### src/rtl/mpc_types.sv
// Shared types for the issue unit: configuration record, ISU op codes,
// pending-entry state and the pending-entry record.
package mpc_types;

  typedef struct packed {
    int unsigned wayNum;
    int unsigned setWidth;
    int unsigned wayWidth;
    int unsigned offsetWidth;
    int unsigned wbufWidth;
  } mpc_cfg_t;

  localparam int unsigned DEF_SET_W    = 4;
  localparam int unsigned DEF_WAY_W    = 2;
  localparam int unsigned DEF_OFFSET_W = 3;
  localparam int unsigned DEF_WBUF_W   = 2;

  localparam logic [2:0] OP_RD_HIT  = 3'b000;
  localparam logic [2:0] OP_WR_HIT  = 3'b001;
  localparam logic [2:0] OP_RD_MISS = 3'b100;
  localparam logic [2:0] OP_WR_MISS = 3'b101;

  typedef enum logic [1:0] {
    INVALID = 2'd0,
    WAIT    = 2'd1,
    READY   = 2'd2
  } isu_entry_state_e;

  typedef struct packed {
    logic [2:0]                      channel_1hot_id;
    logic [2:0]                      op;
    logic [DEF_WAY_W+DEF_SET_W-1:0]  id;
    logic [DEF_OFFSET_W-1:0]         offset;
    logic [DEF_WBUF_W-1:0]           wbuf_id;
  } isu_pend_entry_t;

  // A zero field in the config falls back to the default width.
  function automatic int unsigned cfg_w(int unsigned w, int unsigned dflt);
    return (w != 0) ? w : dflt;
  endfunction

  function automatic int unsigned cfg_way_w(mpc_cfg_t c);
    if (c.wayWidth != 0) return c.wayWidth;
    if (c.wayNum > 1) return $clog2(c.wayNum);
    return DEF_WAY_W;
  endfunction

endpackage

### src/rtl/isu_pend_fifo.sv
// Circular storage with write/read pointers and occupancy count.
// All slots are exposed so the owner can match against stored ids.
module isu_pend_fifo
  import mpc_types::*;
#(
  parameter type entry_t  = isu_pend_entry_t,
  parameter int  Depth    = 8,
  localparam int PtrW     = $clog2(Depth)
) (
  input  logic            clk,
  input  logic            rst_n,
  input  logic            i_push,
  input  entry_t          i_data,
  input  logic            i_pop,
  output entry_t          o_entries [Depth],
  output logic [PtrW-1:0] o_wr_ptr,
  output logic [PtrW-1:0] o_rd_ptr,
  output logic            o_full
);

  entry_t          r_mem [Depth];
  logic [PtrW-1:0] r_wr_ptr;
  logic [PtrW-1:0] r_rd_ptr;
  logic [PtrW:0]   r_count;

  always_ff @(posedge clk) begin
    if (i_push) r_mem[r_wr_ptr] <= i_data;
  end

  always_ff @(posedge clk or negedge rst_n) begin
    if (!rst_n) begin
      r_wr_ptr <= '0;
      r_rd_ptr <= '0;
      r_count  <= '0;
    end else begin
      if (i_push) r_wr_ptr <= r_wr_ptr + PtrW'(1);
      if (i_pop)  r_rd_ptr <= r_rd_ptr + PtrW'(1);
      if (i_push && !i_pop)      r_count <= r_count + (PtrW+1)'(1);
      else if (!i_push && i_pop) r_count <= r_count - (PtrW+1)'(1);
    end
  end

  assign o_entries = r_mem;
  assign o_wr_ptr  = r_wr_ptr;
  assign o_rd_ptr  = r_rd_ptr;
  assign o_full    = (r_count == (PtrW+1)'(Depth));

endmodule

### src/rtl/isu_pend_queue.sv
// ISU input stage: in-order pending queue that holds misses until their line
// is refilled, dispatches the head to the executor and returns a credit per request.
//
// state   | meaning
// INVALID | slot free
// WAIT    | miss, waiting for refill of its {way,set}
// READY   | eligible to dispatch once it reaches the head
module isu_pend_queue
  import mpc_types::*;
#(
  parameter mpc_cfg_t Cfg             = '0,
  parameter type      setWidth_t      = logic [cfg_w(Cfg.setWidth, DEF_SET_W)-1:0],
  parameter type      wayIndexWidth_t = logic [cfg_way_w(Cfg)-1:0],
  parameter type      nlineWidth_t    = logic [cfg_way_w(Cfg)+cfg_w(Cfg.setWidth, DEF_SET_W)-1:0],
  parameter type      offsetWidth_t   = logic [cfg_w(Cfg.offsetWidth, DEF_OFFSET_W)-1:0],
  parameter type      wbufWidth_t     = logic [cfg_w(Cfg.wbufWidth, DEF_WBUF_W)-1:0],
  parameter int       Depth           = 8
) (
  input  logic           clk,
  input  logic           rst_n,
  input  logic           u_htu_valid,
  output logic           u_htu_ready,
  input  logic [2:0]     u_htu_channel_1hot_id,
  input  logic [2:0]     u_htu_op,
  input  nlineWidth_t    u_htu_id,
  input  offsetWidth_t   u_htu_offset,
  input  wbufWidth_t     u_htu_wbuf_id,
  input  logic           u_htu_refill_valid,
  input  setWidth_t      u_htu_refill_set,
  input  wayIndexWidth_t u_htu_refill_way,
  output logic           d_exe_valid,
  input  logic           d_exe_ready,
  output logic [2:0]     d_exe_channel_1hot_id,
  output logic [2:0]     d_exe_op,
  output nlineWidth_t    d_exe_id,
  output offsetWidth_t   d_exe_offset,
  output wbufWidth_t     d_exe_wbuf_id,
  output logic           u_htu_crdt_valid,
  output nlineWidth_t    u_htu_crdt_way_set
);

  localparam int PtrW = $clog2(Depth);

  typedef struct packed {
    logic [2:0]   channel_1hot_id;
    logic [2:0]   op;
    nlineWidth_t  id;
    offsetWidth_t offset;
    wbufWidth_t   wbuf_id;
  } entry_t;

  entry_t           w_in;
  entry_t           w_head;
  entry_t           w_entries [Depth];
  logic [PtrW-1:0]  w_wr_ptr;
  logic [PtrW-1:0]  w_rd_ptr;
  logic             w_full;
  logic             w_enq;
  logic             w_deq;
  logic             w_enq_bypass;
  nlineWidth_t      w_refill_id;
  isu_entry_state_e r_state [Depth];
  logic             r_crdt_valid;
  nlineWidth_t      r_crdt_way_set;

  assign w_in         = '{channel_1hot_id: u_htu_channel_1hot_id, op: u_htu_op,
                          id: u_htu_id, offset: u_htu_offset, wbuf_id: u_htu_wbuf_id};
  assign w_refill_id  = {u_htu_refill_way, u_htu_refill_set};
  assign u_htu_ready  = ~w_full;
  assign w_enq        = u_htu_valid & u_htu_ready;
  assign w_head       = w_entries[w_rd_ptr];
  assign d_exe_valid  = (r_state[w_rd_ptr] == READY);
  assign w_deq        = d_exe_valid & d_exe_ready;
  // A miss arriving with its own refill would otherwise miss the match forever.
  assign w_enq_bypass = u_htu_refill_valid && (u_htu_id == w_refill_id);

  isu_pend_fifo #(
    .entry_t (entry_t),
    .Depth   (Depth)
  ) u_fifo (
    .clk       (clk),
    .rst_n     (rst_n),
    .i_push    (w_enq),
    .i_data    (w_in),
    .i_pop     (w_deq),
    .o_entries (w_entries),
    .o_wr_ptr  (w_wr_ptr),
    .o_rd_ptr  (w_rd_ptr),
    .o_full    (w_full)
  );

  always_ff @(posedge clk or negedge rst_n) begin
    if (!rst_n) begin
      for (int i = 0; i < Depth; i++) r_state[i] <= INVALID;
    end else begin
      for (int i = 0; i < Depth; i++) begin
        if (r_state[i] == WAIT && u_htu_refill_valid && w_entries[i].id == w_refill_id)
          r_state[i] <= READY;
      end
      if (w_deq) r_state[w_rd_ptr] <= INVALID;
      if (w_enq) r_state[w_wr_ptr] <= (u_htu_op[2] && !w_enq_bypass) ? WAIT : READY;
    end
  end

  always_ff @(posedge clk or negedge rst_n) begin
    if (!rst_n) begin
      r_crdt_valid   <= 1'b0;
      r_crdt_way_set <= '0;
    end else begin
      r_crdt_valid <= w_deq;
      if (w_deq) r_crdt_way_set <= w_head.id;
    end
  end

  assign d_exe_channel_1hot_id = w_head.channel_1hot_id;
  assign d_exe_op              = w_head.op;
  assign d_exe_id              = w_head.id;
  assign d_exe_offset          = w_head.offset;
  assign d_exe_wbuf_id         = w_head.wbuf_id;
  assign u_htu_crdt_valid      = r_crdt_valid;
  assign u_htu_crdt_way_set    = r_crdt_way_set;

endmodule

### config.mk
export PLATFORM = sky130hd
export DESIGN_NAME = isu_pend_queue
export DESIGN_NICKNAME = d
export VERILOG_FILES = /design/src/rtl/mpc_types.sv /design/src/rtl/isu_pend_fifo.sv /design/src/rtl/isu_pend_queue.sv
export SDC_FILE = /design/constraint.sdc
export NUM_CORES = 1
export LEC_CHECK = 0
export ABC_AREA = 1
export ABC_CLOCK_PERIOD_IN_PS = 7100
export CAP_MARGIN = 20
export CORE_MARGIN = 2
export CORE_UTILIZATION = 35
export DETAILED_ROUTE_END_ITERATION = 8
export PLACE_DENSITY_LB_ADDON = 0.2
export SLEW_MARGIN = 30
export SYNTH_ARGS = -nofsm -noshare
export SYNTH_HDL_FRONTEND = slang
export SYNTH_SLANG_ARGS = --single-unit
### constraint.sdc
create_clock -name clk -period 7.1 [get_ports clk]
set_clock_uncertainty 0.05 [all_clocks]
set_input_delay 1.775 -clock clk [delete_from_list [all_inputs] [get_ports clk]]
set_output_delay 1.775 -clock clk [all_outputs]
set_load 0.02 [all_outputs]
==> results of run 1 <==
-- per-stage QoR --
| stage | power, W | hold WS, ns | instance area (um2) | cells | util [%] |
|---|---|---|---|---|---|
| 2_1_floorplan | 0.00233 | 0.412 | 7670 | 692 | - |
| 3_3_place_gp | 0.00289 | 0.411 | 8470 | 1011 | 39.0 |
| 3_5_place_dp | 0.00292 | 0.422 | 8470 | 1011 | 39.0 |
| 4_1_cts | 0.00380 | 0.439 | 9010 | 1042 | 41.6 |
| 5_1_grt | 0.00399 | 0.461 | 9010 | 1042 | 41.6 |
| 6_report | 0.00377 | 0.434 | 9010 | 1042 | 41.6 |
-- sequential cells by signal, summed over array words and instances (netlist names) --
register,cells
u_fifo.o_wr_ptr,3
u_htu_crdt_way_set,6
u_fifo.o_entries,136
u_htu_crdt_valid,1
u_fifo.r_count,4
r_state,16
u_fifo.o_rd_ptr,3
-- cell type report --
| class | count | area (um2) | area share (%) |
|---|---|---|---|
| tap | 280 | 350 | 3.89 |
| clock buffer | 18 | 429 | 4.76 |
| timing repair buffer | 59 | 576 | 6.38 |
| clock inverter | 13 | 120 | 1.33 |
| inverter | 75 | 284 | 3.15 |
| sequential | 169 | 4910 | 54.5 |
| multi-input combinational | 428 | 2350 | 26.0 |
-- final timing paths --
path / start / slack (ns) / depth (start not counted) / endpoint
max: u_fifo.o_rd_ptr[1]$_DFFE_PN0N_ / 1.99 / 7 / d_exe_id[0]
min: u_htu_crdt_way_set[3]$_DFFE_PN0N_ / 0.43 / 2 / u_htu_crdt_way_set[3]$_DFFE_PN0N_
max reg2reg: u_fifo.o_rd_ptr[0]$_DFFE_PN0N_ / 3.73 / 16 / u_fifo.r_count[3]$_DFFE_PN0P_
min reg2reg: u_htu_crdt_way_set[3]$_DFFE_PN0N_ / 0.43 / 2 / u_htu_crdt_way_set[3]$_DFFE_PN0N_
max in group asynchronous: rst_n / 4.97 / 2 / u_htu_crdt_way_set[0]$_DFFE_PN0N_
min in group asynchronous: rst_n / 1.72 / 2 / u_fifo.r_count[0]$_DFFE_PN0P_
-- layout by cell type, fill, tap and decap left out, types with 15 or more instances in the layout --
master           instances
nand2_1                184
edfxtp_1               136
inv_1                   62
clkdlybuf4s50_1         53
nor2_1                  42
dfrtp_1                 33
o21ai_0                 26
xnor2_1                 23
nand3_1                 19
a22oi_1                 18
nand4_1                 17
clkbuf_16               17
xor2_1                  15
-- worst register-to-register path: cells and delay by family (launching register included) --
| family | cells | cell delay (ns) |
|---|---|---|
| simple gates | 10 | 1.09 |
| compound gates | 1 | 0.17 |
| xor+xnor | 1 | 0.13 |
| flops | 1 | 0.73 |
| fa+ha+maj | 2 | 0.57 |
| buf+inv | 2 | 0.49 |
-- per-layer routing --
layer	up-vias	track usage (%)	wire, um
met3	29	4.08	1080
met2	177	29.7	9780
met1	2610	24.3	9260
li1	2476	-	-
met4	0	6.59	547
met5	-	0	0
-- kinds of logic (layout without fill, tap and decap cells) --
logic type | Yosys count | in the layout
AO/OA/AOI/OAI | 78 | 78
XOR/XNOR | 39 | 39
adder cells (fa/ha/maj) | 6 | 6
buffers and inverters | 95 | 165
flip-flops | 169 | 169
AND/OR/NAND/NOR | 305 | 305
-- power groups by stage --
stage	registers (W)	logic, W	clock network (W)
2_1_floorplan	0.00141	0.000926	0
3_3_place_gp	0.00144	0.00145	0
3_5_place_dp	0.00145	0.00147	0
4_1_cts	0.00143	0.00148	0.000893
5_1_grt	0.00146	0.00160	0.000937
6_report	0.00143	0.00146	0.000873
==> flow_metrics.env, run 1 <==
export IMPL_slew_headroom_pct=35.6
export IMPL_grt_ovfl_total=0
export IMPL_yosys_cell_types_count=43
export IMPL_hold_violations=0
export IMPL_syn_area_per_cell_um2=11.1
export IMPL_viasPerCell=5.08
export IMPL_drt_first_pass_iters=5
export IMPL_htree_levels=4
export IMPL_synthMuxAreaShare_pct=0
export IMPL_cts_num_sinks=169
export IMPL_antenna_left=0
export IMPL_synth_edf_count=136
export IMPL_crit_family="buffers and inverters"
export IMPL_fp_dieH_um=152
export IMPL_ir_worst_vdd_mv=0.194
export IMPL_synth_most_common_cell="nand2_1"
export IMPL_clockRootBuffer="clkbuf_16"
export IMPL_clkLatencyLatePin_ns=0.42
export IMPL_slew_violations=0
export IMPL_postLayoutSetupSlackWorst_ns=1.99
export IMPL_clkPwrFrac_pct=23.2
export IMPL_synth_top_family_by_area="simple AND/OR/NAND/NOR gates"
export IMPL_max_freq_mhz=196
export IMPL_path_buf_inv=3
export IMPL_setup_tns_ns=0
export IMPL_grt_pass1_wl_mm=31.7
export IMPL_cts_repair_resized=0
export IMPL_p_leak_nw=3.47
export IMPL_ys_seq_area_share_pct=64.0
export IMPL_cts_buffers_inserted=17
export IMPL_row_count=54
export IMPL_grt_pass1_vias=5348
export IMPL_antenna_found_initial=0
export IMPL_vias=5292
export IMPL_synth_xor_area_share_pct=4.55
export IMPL_critPathMaxFanout=16
export IMPL_synth_top_cell_area_share_pct=53.3
export IMPL_combinationalPowerShare_pct=38.8
export IMPL_post_cts_buffers=0
export IMPL_n_antenna_cell=0
export IMPL_finalCriticalPeriod_ns=5.11
export IMPL_wl_per_cell_um=19.8
export IMPL_status="complete, no violations"
export IMPL_p_sw_w=0.00147
export IMPL_die_w_um=152
export IMPL_dp_hpwl_mm=13.5
export IMPL_worstPathArrival_ns=3.28
export IMPL_critical_path_required_ns=5.28
export IMPL_rsz0062_at_grt="false"
export IMPL_nFillCells=2051
export IMPL_area_growth_pct=17.6
export IMPL_cp_end_kind="output port"
export IMPL_grt_start_max_net_pins=34
export IMPL_grt_util_all_layers_pct=18.3
export IMPL_syn_inst=692
export IMPL_synth_net_count=726
export IMPL_p_int_w=0.00230
export IMPL_drt_iter0_markers=374
export IMPL_hold_buffers=0
export IMPL_maxCapViolations=0
export IMPL_io_buffers=53
export IMPL_io_pins=54
export IMPL_seq_power_share_pct=38.0
export IMPL_start_util_pct=35.3
export IMPL_synth_warnings=0
export IMPL_synth_top_area_cell="edfxtp_1"
export IMPL_totalWireLength_mm=20.7
export IMPL_power_density_nw_per_um2=418
export IMPL_hp_class="reg -> reg"
export IMPL_finalCritPeriodShare_pct=71.9
export IMPL_synth_top_flop_cell="edfxtp_1"
export IMPL_layout_drive_gt1_share_pct=9.58
export IMPL_synthArstFlopShare_pct=19.5
export IMPL_nets=784
export IMPL_route_detailed_drc=0
export IMPL_swShare_pct=38.9
export IMPL_crit_type="reg -> out"
export IMPL_pre_cts_ws_ns=2.50
export IMPL_die_area_um2=23100
export IMPL_setup_viol=0
export IMPL_clock_path_buffers=2
export IMPL_synthTopCellsByCount="nand2_1, edfxtp_1, inv_1"
export IMPL_cts_tree="yes"
export IMPL_routabilityCongestion=0.926
export IMPL_slowest_delay_ns=0.76
export IMPL_synth_seq_cells=169
export IMPL_syn_cell_area_um2=7670
export IMPL_core_area_um2=21700
export IMPL_worstSetupStartpointType="register"
export IMPL_crit_chain="inv_1, nor3_4, inv_1, o21ai_0, nor2_1, o2111ai_1, clkdlybuf4s50_1"
export IMPL_clkTransAtPathRegs_ns=0.07
export IMPL_crit_top_cell="inv_1"
export IMPL_synthSimpleGateAreaFrac_pct=17.8
export IMPL_worstMarginPinSlew_ns=0.963
export IMPL_yosys_area_share_adder_pct=1.08
export IMPL_crit_path_top_delay_cell="nor3_4"
export IMPL_synth_compound_area_share_pct=6.87
export IMPL_ys_top_cells_by_area="edfxtp_1, dfrtp_1, nand2_1, inv_1, xnor2_1"
Power figures use the tool's default switching activity.
==> run 2, diff against run 1 <==
--- a/config.mk
+++ b/config.mk
@@ -6,7 +6,7 @@
 export NUM_CORES = 1
 export LEC_CHECK = 0
 export ABC_AREA = 1
-export ABC_CLOCK_PERIOD_IN_PS = 7100
+export ABC_CLOCK_PERIOD_IN_PS = 4800
 export CAP_MARGIN = 20
 export CORE_MARGIN = 2
 export CORE_UTILIZATION = 35
==> constraint.sdc (replaced) <==
create_clock -name clk -period 4.8 [get_ports clk]
set_clock_uncertainty 0.05 [all_clocks]
set_input_delay 1.2 -clock clk [delete_from_list [all_inputs] [get_ports clk]]
set_output_delay 1.2 -clock clk [all_outputs]
set_load 0.02 [all_outputs]
==> run 2 against run 1 <==
Effect of this change:
- final cell count increased by 0.38%
- final area increased by 0.89%
- core utilization grew 0.37 points
- total power rose by 51%
- register-to-register slack worse by 2.3 ns
- non-clock buffer count rose by 3
- sequential power increased by 48%
- sequential share of layout area fell by 0.48 points
- critical path type unchanged
- critical endpoint is now d_exe_id[4]
- largest cell class unchanged
==> flow_metrics.env, run 2 (same netlist as run 1, synthesis figures left out) <==
export IMPL_status="complete, no violations"
export IMPL_layout_commonest_cell="nand2_1"
export IMPL_finalCriticalPeriod_ns=4.38
export IMPL_area_growth_pct=18.6
export IMPL_antenna_left=0
export IMPL_n_antenna_cell=0
export IMPL_layout_common_cells="nand2_1, edfxtp_1, inv_1"
export IMPL_grt_start_max_net_pins=34
export IMPL_grt_util_all_layers_pct=18.4
export IMPL_die_area_um2=23100
export IMPL_grt_pass1_vias=5383
export IMPL_clkTransAtPathRegs_ns=0.07
export IMPL_power_density_nw_per_um2=627
export IMPL_post_cts_buffers=0
export IMPL_hp_class="reg -> reg"
export IMPL_layout_drive_gt1_share_pct=10.1
export IMPL_io_pins=54
export IMPL_slew_headroom_pct=39.7
export IMPL_combinationalPowerShare_pct=38.0
export IMPL_p_int_w=0.00349
export IMPL_cts_tree="yes"
export IMPL_final_core_util_pct=41.9
export IMPL_row_count=54
export IMPL_core_area_um2=21700
export IMPL_maxCapViolations=0
export IMPL_max_freq_mhz=228
export IMPL_seq_power_share_pct=37.1
export IMPL_io_buffers=53
export IMPL_cp_end_kind="output port"
export IMPL_critical_path_required_ns=3.55
export IMPL_die_w_um=152
export IMPL_nets=787
export IMPL_setup_viol=0
export IMPL_clock_path_buffers=2
export IMPL_hold_buffers=0
export IMPL_slew_violations=0
export IMPL_worstPathArrival_ns=3.13
export IMPL_swShare_pct=38.9
export IMPL_power_w=0.00571
export IMPL_clkLatencyLatePin_ns=0.44
export IMPL_cts_repair_resized=0
export IMPL_worstMarginPinSlew_ns=0.903
export IMPL_worstSetupStartpointType="register"
export IMPL_clkPwrFrac_pct=24.9
export IMPL_ir_worst_vdd_mv=0.525
export IMPL_vias=5297
export IMPL_drt_first_pass_iters=5
export IMPL_clockRootBuffer="clkbuf_16"
export IMPL_drt_iter0_markers=391
export IMPL_start_util_pct=35.3
export IMPL_fp_dieH_um=152
export IMPL_route_detailed_drc=0
export IMPL_crit_type="reg -> out"
export IMPL_setup_tns_ns=0
export IMPL_dp_hpwl_mm=13.8
export IMPL_routabilityCongestion=0.938
export IMPL_viasPerCell=5.06
export IMPL_hold_violations=0
export IMPL_htree_levels=4
export IMPL_critPathMaxFanout=13
export IMPL_grt_ovfl_total=0
export IMPL_grt_pass1_wl_mm=31.6
export IMPL_totalWireLength_mm=21.0
export IMPL_cts_num_sinks=169
export IMPL_p_sw_w=0.00222
export IMPL_antenna_found_initial=0
export IMPL_nFillCells=2042
export IMPL_wl_per_cell_um=20.1
export IMPL_cts_buffers_inserted=17
export IMPL_p_leak_nw=3.52
export IMPL_finalCritPeriodShare_pct=91.2
export IMPL_rsz0062_at_grt="false"
export IMPL_largest_register_ffs=136
## run 2: cell count changes in the layout (fill, tap and decap cells not counted), moves of 2 or more
cell,before,now
inv_8,1,3
clkinv_2,2,0
inv_6,4,6
buf_4,6,9
clkinvlp_4,4,2
## run 2: critical path, cell delays in order (launching register included)
cell,delay [ns]
dfrtp_1,0.75
inv_2,0.25
nand2_1,0.33
inv_2,0.22
a22oi_1,0.22
nand2_1,0.06
nand3b_1,0.26
clkdlybuf4s50_1,0.60
## run 2: path summary, 6_finish.rpt
| kind | from | slack [ns] | end | depth (start not counted) |
|---|---|---|---|---|
| max | u_fifo.o_rd_ptr[0]$_DFFE_PN0N_ | 0.42 | d_exe_id[4] | 7 |
| min | u_htu_crdt_way_set[3]$_DFFE_PN0N_ | 0.43 | u_htu_crdt_way_set[3]$_DFFE_PN0N_ | 2 |
| max reg2reg | u_fifo.o_rd_ptr[0]$_DFFE_PN0N_ | 1.43 | u_fifo.r_count[3]$_DFFE_PN0P_ | 16 |
| min reg2reg | u_htu_crdt_way_set[3]$_DFFE_PN0N_ | 0.43 | u_htu_crdt_way_set[3]$_DFFE_PN0N_ | 2 |
| max in group asynchronous | rst_n | 3.25 | r_state[4]$_DFF_PN0_ | 2 |
| min in group asynchronous | rst_n | 1.13 | u_fifo.o_wr_ptr[2]$_DFFE_PN0N_ | 2 |
## run 2: stage by stage
step	setup slack, ns	instances	cell area (um2)	hold slack [ns]
detailed placement	0.914	1014	8490	0.420
global placement	0.976	1014	8490	0.411
CTS	0.441	1046	9090	0.438
floorplan	1.11	692	7670	0.412
finish	0.424	1046	9090	0.430
global route	0.282	1046	9090	0.453
## run 2: power by group through the flow
stage / Combinational, W / Sequential (W) / Clock (W)
after CTS: 0.00219 / 0.00212 / 0.00144
after global routing: 0.00237 / 0.00215 / 0.00151
after floorplan: 0.00137 / 0.00208 / 0
after global placement: 0.00215 / 0.00213 / 0
final: 0.00217 / 0.00212 / 0.00142
after detailed placement: 0.00218 / 0.00214 / 0
## run 2: routing by layer
| layer | part of all wire [%] | global-route usage, % | wire length, um | vias up |
|---|---|---|---|---|
| met4 | 1.6 | 4.85 | 335 | 0 |
| met5 | 0 | 0 | 0 | - |
| li1 | - | - | - | 2485 |
| met1 | 46 | 24.3 | 9700 | 2630 |
| met2 | 48 | 30.8 | 10100 | 156 |
| met3 | 4.0 | 3.91 | 845 | 26 |
## run 2: final cells by class
class,count,area (um2),area share (%)
clock inverter,14,178,1.95
multi-input combinational,428,2350,25.8
tap,280,350,3.85
inverter,75,284,3.12
timing repair buffer,62,598,6.58
sequential,169,4910,54.0
clock buffer,18,429,4.72
==> run 3, diff against run 2 <==
--- a/config.mk
+++ b/config.mk
@@ -11,6 +11,7 @@
 export CORE_MARGIN = 2
 export CORE_UTILIZATION = 35
 export DETAILED_ROUTE_END_ITERATION = 8
+export GPL_TIMING_DRIVEN = 0
 export PLACE_DENSITY_LB_ADDON = 0.2
 export SLEW_MARGIN = 30
 export SYNTH_ARGS = -nofsm -noshare
==> run 3 against run 2 <==
Effect of this change:
- combinational power increased by 8%
- global-route usage is 0.18 points higher
- clock power fell by 4%
- core utilization rose by 0.69 points
- maximum frequency increased by 2.6%
- flip-flop and latch count is the same
- worst setup slack improved by 0.11 ns
- final cell count grew 1.4%
- largest cell class unchanged
==> flow_metrics.env, run 3 (same netlist as run 1, synthesis figures left out) <==
export IMPL_setup_tns_ns=0
export IMPL_drt_first_pass_iters=5
export IMPL_core_area_um2=21700
export IMPL_status="complete, no violations"
export IMPL_wl_per_cell_um=20.0
export IMPL_slowest_delay_ns=0.61
export IMPL_clockRootBuffer="clkbuf_16"
export IMPL_dp_hpwl_mm=14.7
export IMPL_crit_family="buffers and inverters"
export IMPL_seq_power_share_pct=35.8
export IMPL_max_freq_mhz=234
export IMPL_worstPathArrival_ns=3.02
export IMPL_totalWireLength_mm=21.2
export IMPL_power_density_nw_per_um2=626
export IMPL_crit_top_cell="nand2_1"
export IMPL_io_buffers=46
export IMPL_fp_dieH_um=152
export IMPL_cts_repair_resized=0
export IMPL_maxCapViolations=0
export IMPL_antenna_left=0
export IMPL_crit_type="reg -> out"
export IMPL_p_sw_w=0.00222
export IMPL_path_buf_inv=4
export IMPL_slew_violations=0
export IMPL_ir_worst_vdd_mv=0.320
export IMPL_finalCriticalPeriod_ns=4.27
export IMPL_clkLatencyLatePin_ns=0.43
export IMPL_startpoint="u_fifo.o_rd_ptr[1]$_DFFE_PN0N_"
export IMPL_p_int_w=0.00356
export IMPL_hold_violations=0
export IMPL_grt_util_all_layers_pct=18.6
export IMPL_grt_pass1_vias=5386
export IMPL_area_growth_pct=20.6
export IMPL_htree_levels=4
export IMPL_crit_path_top_delay_cell="clkdlybuf4s50_1"
export IMPL_nFillCells=2030
export IMPL_drt_iter0_markers=283
export IMPL_layout_drive_gt1_share_pct=12.4
export IMPL_critical_path_required_ns=3.55
export IMPL_slew_headroom_pct=35.8
export IMPL_die_w_um=152
export IMPL_route_detailed_drc=0
export IMPL_start_util_pct=35.3
export IMPL_clkTransAtPathRegs_ns=0.06
export IMPL_swShare_pct=38.4
export IMPL_rsz0062_at_grt="false"
export IMPL_layout_common_cells="nand2_1, edfxtp_1, inv_1"
export IMPL_power_w=0.00578
export IMPL_worstMarginPinSlew_ns=0.962
export IMPL_crit_chain="buf_4, nor2_2, nand2_1, inv_2, buf_2, nand2_1, and3_1, nand4_1, clkdlybuf4s50_1"
export IMPL_reg2reg_from="u_fifo.o_rd_ptr[1]$_DFFE_PN0N_"
export IMPL_clock_path_buffers=2
export IMPL_layout_commonest_cell="nand2_1"
export IMPL_viasPerCell=5.03
export IMPL_n_antenna_cell=0
export IMPL_critPathMaxFanout=10
export IMPL_worstSetupStartpointType="register"
export IMPL_hp_class="reg -> reg"
export IMPL_io_pins=54
export IMPL_postPlaceCellArea_um2=8670
export IMPL_largest_register_ffs=136
export IMPL_cts_num_sinks=169
export IMPL_vias=5337
export IMPL_combinationalPowerShare_pct=40.7
export IMPL_cp_end_kind="output port"
export IMPL_final_core_util_pct=42.6
export IMPL_grt_ovfl_total=0
export IMPL_die_area_um2=23100
export IMPL_hold_slack_ns=0.428
export IMPL_row_count=54
export IMPL_cts_tree="yes"
export IMPL_design_area_um2=9250
export IMPL_finalCritPeriodShare_pct=88.9
export IMPL_grt_pass1_wl_mm=32.1
export IMPL_nets=802
export IMPL_hold_buffers=0
export IMPL_hold_start="u_htu_crdt_way_set[0]$_DFFE_PN0N_"
export IMPL_setup_viol=0
export IMPL_antenna_found_initial=0
export IMPL_cts_buffers_inserted=17
export IMPL_p_leak_nw=3.62
export IMPL_routabilityCongestion=0.908
export IMPL_clkPwrFrac_pct=23.5
export IMPL_post_cts_buffers=0
export IMPL_grt_start_max_net_pins=19
-- run 3: cell types whose count changed in the layout (fill, tap and decap cells not counted), moves of 2 or more --
cell and delta:
buf_2 +15, clkbuf_1 +3, inv_8 -3, buf_4 -5
clkdlybuf4s50_1 -8, nor2_4 +3, clkinv_4 +2, nor2_2 -3
buf_6 +7, buf_16 +4
-- run 3: per-layer routing --
metal | up-vias | track usage [%] | wire length (um)
met4 | 0 | 4.81 | 233
met2 | 137 | 32.3 | 10800
met5 | - | 0 | 0
met3 | 17 | 3.42 | 747
met1 | 2659 | 24.0 | 9450
li1 | 2524 | - | -
-- run 3: final cells by class --
type | count | area [um2] | share of cell area, %
plain buffers | 20 | 146 | 1.58
clock buffers | 20 | 437 | 4.72
clock inverters | 12 | 140 | 1.52
inverters | 75 | 284 | 3.07
multi-input cells | 428 | 2360 | 25.5
flip-flops and latches | 169 | 4910 | 53.1
well taps | 280 | 350 | 3.79
repair buffers | 57 | 617 | 6.67
-- run 3: worst min-delay path: cells and delay by family, from the launching register on --
kind | cells | cell delay (ns)
flops | 1 | 0.34
simple gates | 2 | 0.10
-- run 3: worst paths after layout --
path	end	slack [ns]	depth (start not counted)
min reg2reg	u_htu_crdt_way_set[0]$_DFFE_PN0N_	0.43	2
max reg2reg	u_fifo.r_count[3]$_DFFE_PN0P_	1.86	17
min in group asynchronous	u_fifo.o_wr_ptr[2]$_DFFE_PN0N_	0.67	1
max in group asynchronous	u_htu_crdt_way_set[4]$_DFFE_PN0N_	3.58	2
max	d_exe_op[2]	0.53	9
min	u_htu_crdt_way_set[0]$_DFFE_PN0N_	0.43	2
-- run 3: through the flow --
| stage | cells | worst slack, ns |
|---|---|---|
| global route | 1061 | 0.406 |
| global placement | 1018 | -1.86 |
| detailed placement | 1029 | 1.02 |
| CTS | 1061 | 0.538 |
| finish | 1061 | 0.534 |
| floorplan | 692 | 1.11 |
-- run 3: power by group through the flow --
| stage | sequential (W) | combinational [W] | clock, W |
|---|---|---|---|
| after floorplan | 0.00208 | 0.00137 | 0 |
| after global placement | 0.00209 | 0.00225 | 0 |
| after detailed placement | 0.00210 | 0.00236 | 0 |
| after CTS | 0.00207 | 0.00237 | 0.00138 |
| after global routing | 0.00210 | 0.00255 | 0.00144 |
| final | 0.00207 | 0.00235 | 0.00136 |
